--- src/rtl/wavetable_mixer_pkg.sv ---
// Shared audio package: default voice/table geometry, accumulator sizing
// and the mixer frame state encoding.
package wavetable_mixer_pkg;

  localparam int DEF_CHANNELS   = 4;
  localparam int DEF_SAMPLE_W   = 8;
  localparam int DEF_DEPTH_LOG2 = 8;
  localparam int DEF_PHASE_W    = 16;
  localparam int DEF_VOL_W      = 4;
  localparam int DEF_OUT_W      = 16;

  // Wide enough to sum CHANNELS full-scale products without overflow.
  function automatic int acc_width(input int sample_w, input int vol_w, input int channels);
    return sample_w + vol_w + $clog2(channels);
  endfunction

  typedef enum logic [1:0] {
    IDLE,
    FETCH,
    ACCUM,
    DONE
  } state_t;

endpackage

--- src/rtl/wavetable_mixer.sv ---
// Multi-voice wavetable player: walks every channel once per sample_tick,
// scales each voice's table sample by its volume and emits the mixed sum.
module wavetable_mixer
  import wavetable_mixer_pkg::*;
#(
  parameter int CHANNELS   = DEF_CHANNELS,
  parameter int SAMPLE_W   = DEF_SAMPLE_W,
  parameter int DEPTH_LOG2 = DEF_DEPTH_LOG2,
  parameter int PHASE_W    = DEF_PHASE_W,
  parameter int VOL_W      = DEF_VOL_W,
  parameter int OUT_W      = DEF_OUT_W
) (
  input  logic                          clk,
  input  logic                          reset,
  input  logic                          sample_tick,
  input  logic [CHANNELS-1:0]           trig,
  input  logic [CHANNELS-1:0]           loop_en,
  input  logic [CHANNELS*PHASE_W-1:0]   step,
  input  logic [CHANNELS*VOL_W-1:0]     volume,
  output logic [DEPTH_LOG2-1:0]         rom_addr,
  input  logic [SAMPLE_W-1:0]           rom_data,
  output logic [OUT_W-1:0]              sample_out,
  output logic                          sample_valid,
  output logic [CHANNELS-1:0]           active,
  output logic                          busy,
  output logic                          overrun
);

  localparam int ACC_W  = acc_width(SAMPLE_W, VOL_W, CHANNELS);
  localparam int PROD_W = SAMPLE_W + VOL_W;
  localparam int CH_W   = (CHANNELS > 1) ? $clog2(CHANNELS) : 1;
  localparam logic [CH_W-1:0] LAST_CH = CH_W'(CHANNELS - 1);

  state_t state, state_next;

  logic [CH_W-1:0]    ch;
  logic [CH_W-1:0]    fetch_ch;
  logic [ACC_W-1:0]   acc;
  logic [PROD_W-1:0]  contrib;
  logic [PHASE_W:0]   phase_sum;
  logic [PHASE_W-1:0] phase    [CHANNELS];
  logic [PHASE_W-1:0] step_arr [CHANNELS];
  logic [VOL_W-1:0]   vol_arr  [CHANNELS];

  for (genvar c = 0; c < CHANNELS; c++) begin : g_unpack
    assign step_arr[c] = step[c*PHASE_W +: PHASE_W];
    assign vol_arr[c]  = volume[c*VOL_W +: VOL_W];
  end

  always_ff @(posedge clk or posedge reset) begin
    if (reset) state <= IDLE;
    else       state <= state_next;
  end

  always_comb begin
    state_next = state;
    case (state)
      IDLE:    if (sample_tick) state_next = FETCH;
      FETCH:   state_next = ACCUM;
      ACCUM:   state_next = (ch == LAST_CH) ? DONE : FETCH;
      DONE:    state_next = IDLE;
      default: state_next = IDLE;
    endcase
  end

  assign busy = (state != IDLE);

  // One shared multiplier and phase adder, steered by the channel index.
  always_comb begin
    contrib   = active[ch] ? PROD_W'(rom_data) * PROD_W'(vol_arr[ch]) : '0;
    phase_sum = {1'b0, phase[ch]} + {1'b0, step_arr[ch]};
    fetch_ch  = (state == IDLE) ? '0 : ch + CH_W'(1);
  end

  // rom_addr is loaded on the edge entering FETCH so data lands in ACCUM.
  always_ff @(posedge clk or posedge reset) begin
    if (reset) begin
      ch           <= '0;
      acc          <= '0;
      rom_addr     <= '0;
      sample_out   <= '0;
      sample_valid <= 1'b0;
      overrun      <= 1'b0;
    end else begin
      sample_valid <= 1'b0;
      if (sample_tick && state != IDLE) overrun <= 1'b1;
      if (state_next == FETCH)
        rom_addr <= trig[fetch_ch] ? '0 : phase[fetch_ch][PHASE_W-1 -: DEPTH_LOG2];
      case (state)
        IDLE: if (sample_tick) begin
          acc <= '0;
          ch  <= '0;
        end
        ACCUM: begin
          acc <= acc + ACC_W'(contrib);
          if (ch != LAST_CH) ch <= ch + CH_W'(1);
        end
        DONE: begin
          sample_out   <= OUT_W'(acc) << (OUT_W - ACC_W);
          sample_valid <= 1'b1;
        end
        default: ;
      endcase
    end
  end

  // Triggers are applied last so they override an advance or stop on the same edge.
  always_ff @(posedge clk or posedge reset) begin
    if (reset) begin
      for (int c = 0; c < CHANNELS; c++) phase[c] <= '0;
      active <= '0;
    end else begin
      if (state == ACCUM && active[ch]) begin
        if (phase_sum[PHASE_W] && !loop_en[ch]) begin
          active[ch] <= 1'b0;
          phase[ch]  <= '0;
        end else begin
          phase[ch] <= phase_sum[PHASE_W-1:0];
        end
      end
      for (int c = 0; c < CHANNELS; c++) begin
        if (trig[c]) begin
          active[c] <= 1'b1;
          phase[c]  <= '0;
        end
      end
    end
  end

endmodule

--- config.mk ---
export PLATFORM = sky130hd
export DESIGN_NAME = wavetable_mixer
export DESIGN_NICKNAME = d
export VERILOG_FILES = /design/src/rtl/wavetable_mixer_pkg.sv /design/src/rtl/wavetable_mixer.sv
export SDC_FILE = /design/constraint.sdc
export NUM_CORES = 1
export LEC_CHECK = 0
export ABC_CLOCK_PERIOD_IN_PS = 7750
export BUFFER_PORTS_ARGS = -buffer_cell sky130_fd_sc_hd__buf_4
export CORE_MARGIN = 1
export CORE_UTILIZATION = 50
export CTS_BUF_LIST = sky130_fd_sc_hd__clkbuf_16
export DETAILED_ROUTE_END_ITERATION = 16
export GPL_TIMING_DRIVEN = 0
export PLACE_DENSITY_LB_ADDON = 0.3
export SKIP_CTS_REPAIR_TIMING = 1
export SYNTH_ARGS = -nofsm -noshare
export SYNTH_HDL_FRONTEND = slang
export SYNTH_SLANG_ARGS = --single-unit
--- constraint.sdc ---
create_clock -name clk -period 7.75 [get_ports clk]
set_input_delay 0 -clock clk [delete_from_list [all_inputs] [get_ports clk]]
set_output_delay 0 -clock clk [all_outputs]
set_load 0.005 [all_outputs]
==> summary.md <==
| Metric | Value |
|---|---|
| Status | `complete, no violations` |
| Final antenna-violating net count | `0` |
| Worst skew pair latency | `~0.36 ns` |
| Pin count of the biggest net entering global routing | `58` |
| # diodes | `0` |
| Layout Cells excl Fill | `approximately 1100` |
| Yosys cell types | `53` |
| Ys flop type | `dfrtp_1` |
| Vias in the first global route | `6613` |
| Final setup viols | `0` |
| Mean post-synth cell area | `10.0 um2` |
| Longest Clk Path Bufs | `2` |
| Top cell family by delay on the critical path | `compound AO/OA/AOI/OAI gates` |
| Final wirelength | `21300 um` |
| Setup_tns | `0 ns` |
| Slack of the worst reg-to-reg path | `about 1.4 ns` |
| VDD IR max | `about 220 uV` |
| Buf/Inv on CP | `3` |
| Vias per cell | `around 6.0` |
| Post-Syn Area | `7920 um2` |
| Sequential fraction of the synthesis area | `0.348` |
| Worst setup EP type | `flip-flop` |
| Syn. warnings | `0` |
| Ys async rst share | `1.00` |
| MaxCap Viol Count | `0` |
| Worst Setup Start Kind | `flip-flop` |
| Max_slew headroom | `0.323` |
| Root Driver | `clkbuf_16` |
| Inserted Clock Buffers | `9` |
| Fin crit share | `0.824` |
| Pwr dens | `390 nW/um2` |
| Critical setup path kind | `flip-flop to flip-flop` |
| Syn-to-layout area delta | `19.8%` |
| Nets | `1093` |
| CP Max Fanout | `10` |
| Die X | `128 um` |
| Cells on worst reg2reg path | `18` |
| DR DRC count | `0` |
| First-pass GRT wire length | `about 34000 um` |
| TritonCTS clock tree | `yes` |
| GRT Util Overall | `0.271` |
| Hpwl dp | `16000 um` |
| Tmin final | `6.38 ns` |
| Layout cells sized above 1 | `0.224` |
| Leak | `about 4.3 nW` |
| # rows | `45` |
| Crit path capture | `acc[12]` |
| Critical-path cell list | `buf_1, mux4_2, and2_1, fa_1, inv_1, fa_1, inv_1, ha_1, a21oi_1, o21bai_1, a2111oi_0, o31ai_1, a21boi_0, ha_1, and4_1, a221o_1, a2111oi_0, nand4b_1` |
| DR vias | `6842` |
| Worst Clk Skew | `between 0.01 and 0.015 ns` |
| Post-DP Area | `9160 um2` |
| GR Overflow Total | `0` |
| Placed Cells | `1130` |
| Unrepaired setup endpoints after global routing | `no` |
| CP max stage delay | `0.74 ns` |
| H-tree depth | `3` |
| I/O Buffers | `roughly 130` |
| Core Region | `15300 um2` |
| Slew @ Worst Pin | `approximately 1.0 ns` |
| #FFs+latches synth | `110` |
| Die area | `16300 um2` |
| Fin util | `0.619` |
| Drt first-iter violations | `519` |
| Final hold vios | `0` |
| Max Clock Freq | `0.157 GHz` |
| Drt wl/cell | `18.6 um` |
| Max stage delay cell, worst path | `buf_1` |
| # clock sinks | `110` |
| Initial antenna violation count | `0` |
| Layout fillers | `roughly 1300` |
| Post-synth EDFFs | `0` |
| Die Span Y | `about 130 um` |
| Stages on worst setup path | `18` |
| Critical Path AT | `~6.7 ns` |
| Finished layout cell area | `9490 um2` |
| HP Class | `input pin to flip-flop` |
| Place WS | `1.40 ns` |
| CTS clk-pin slew, worst paths | `about 0.07 ns` |
| I/O Pins | `130` |
| Critical Path RT | `8.03 ns` |
| Final WS setup | `1.37 ns` |
| Worst reg2reg startpoint | `ch[1]` |
| Cells after Synth | `~790` |
| 1st-pass router iterations | `5` |
| Starting Density | `0.517` |
| Worst setup path start | `ch[1]` |
| Slew Viols, Final | `0` |
| R2r endpoint | `acc[12]` |
| Routability Congestion | `0.893` |
[tightest hold or removal path: stages]
cell and delay (ns):
buf_4 0.09, nand2b_1 0.18, o21ai_0 0.11
[through the flow]
stage          total power [mW]  hold slack [ns]
2_1_floorplan              2.57            0.117
3_3_place_gp               3.14            0.249
3_5_place_dp               3.19            0.190
4_1_cts                    3.69           -0.188
5_1_grt                    4.00           0.0927
6_report                   3.70           0.0784
[sequential cells by signal, indices dropped and copies added (netlist names)]
signal / count
overrun: 1
acc: 14
sample_out: 14
sample_valid: 1
active: 4
ch: 2
state: 2
rom_addr: 8
phase: 64
[layout make-up]
class	instances	area (um2)	share of cell area
repair buffers	129	993	0.105
multi-input cells	603	4850	0.512
inverters	31	119	0.0125
clock buffers	9	225	0.0237
plain buffers	48	198	0.0208
well taps	211	264	0.0278
flip-flops and latches	110	2750	0.290
clock inverters	7	81.3	0.00857
[where the power goes]
part	total (mW)	internal [mW]	switching [mW]	leakage (nW)
clock network	0.487	0.279	0.208	0.159
registers	0.775	0.694	0.0818	1.48
logic	2.44	1.05	1.39	2.69
[worst min path at each step]
stage                      startpoint   endpoint  slack [ns]  cells past startpoint
after floorplan           sample_tick    overrun        0.12                      1
after global placement    sample_tick    overrun        0.25                      2
after detailed placement        reset   phase[2]        0.19                      2
after CTS                       reset    overrun       -0.19                      2
after global routing          trig[1]  phase[39]        0.09                      3
final                         trig[1]  phase[47]        0.08                      3
[layer usage]
layer,track usage,vias up,part of all wire
met5,0,-,0
met4,0.0824,0,0.019
met3,0.0555,29,0.074
met2,0.441,279,0.48
met1,0.366,3367,0.43
li1,-,3167,-
[Yosys cell counts, types with 13 or more instances]
library cell	count	area share
a211oi_1	18	0.017
a21oi_1	47	0.030
a22oi_1	17	0.016
and2_1	34	0.027
clkbuf_1	33	0.016
dfrtp_1	110	0.35
fa_1	14	0.035
ha_1	48	0.076
inv_1	31	0.015
mux2_2	16	0.023
mux4_2	38	0.11
nand2_1	59	0.028
nand2b_1	17	0.013
nand3_1	14	0.0089
nand3b_1	26	0.025
nor2_1	56	0.027
o21ai_0	55	0.035
xnor2_1	13	0.014
[logic make-up (layout without fill, tap and decap cells)]
kind of cell               after synthesis  after routing  synth area share
adders and majority gates               62             62             0.111
DFF                                    110            110             0.348
other                                    1              2          0.000474
muxes                                   66             66             0.146
xor gates and xnor gates                24             24            0.0266
and+or+nand+nor                        250            250             0.164
AOI/OAI and AO/OA                      199            199             0.165
buffers and inverters                   79            224            0.0397
[cells in the final DEF, fill, tap and decap left out, types with 5 or more instances in the layout]
cell type and count:
nor3_1 8, a22o_1 10, xor2_1 11, nand3_1 14
nor2_1 56, buf_4 128, buf_1 5, ha_1 48
mux2i_1 12, clkbuf_16 9, o21bai_1 5, inv_1 32
nor2b_1 9, buf_2 8, clkbuf_1 33, fa_1 14
xnor2_1 13, nand2b_1 17, nand3b_1 26, mux2_2 16
and3_1 8, a211oi_1 18, nand4_1 5, nand2_1 59
a22oi_1 17, mux4_2 38, o21ai_0 55, o211ai_1 8
a21o_1 11, dfrtp_1 110, a21oi_1 47, and2_1 34
Note: power is estimated with default switching activity, not from simulation.
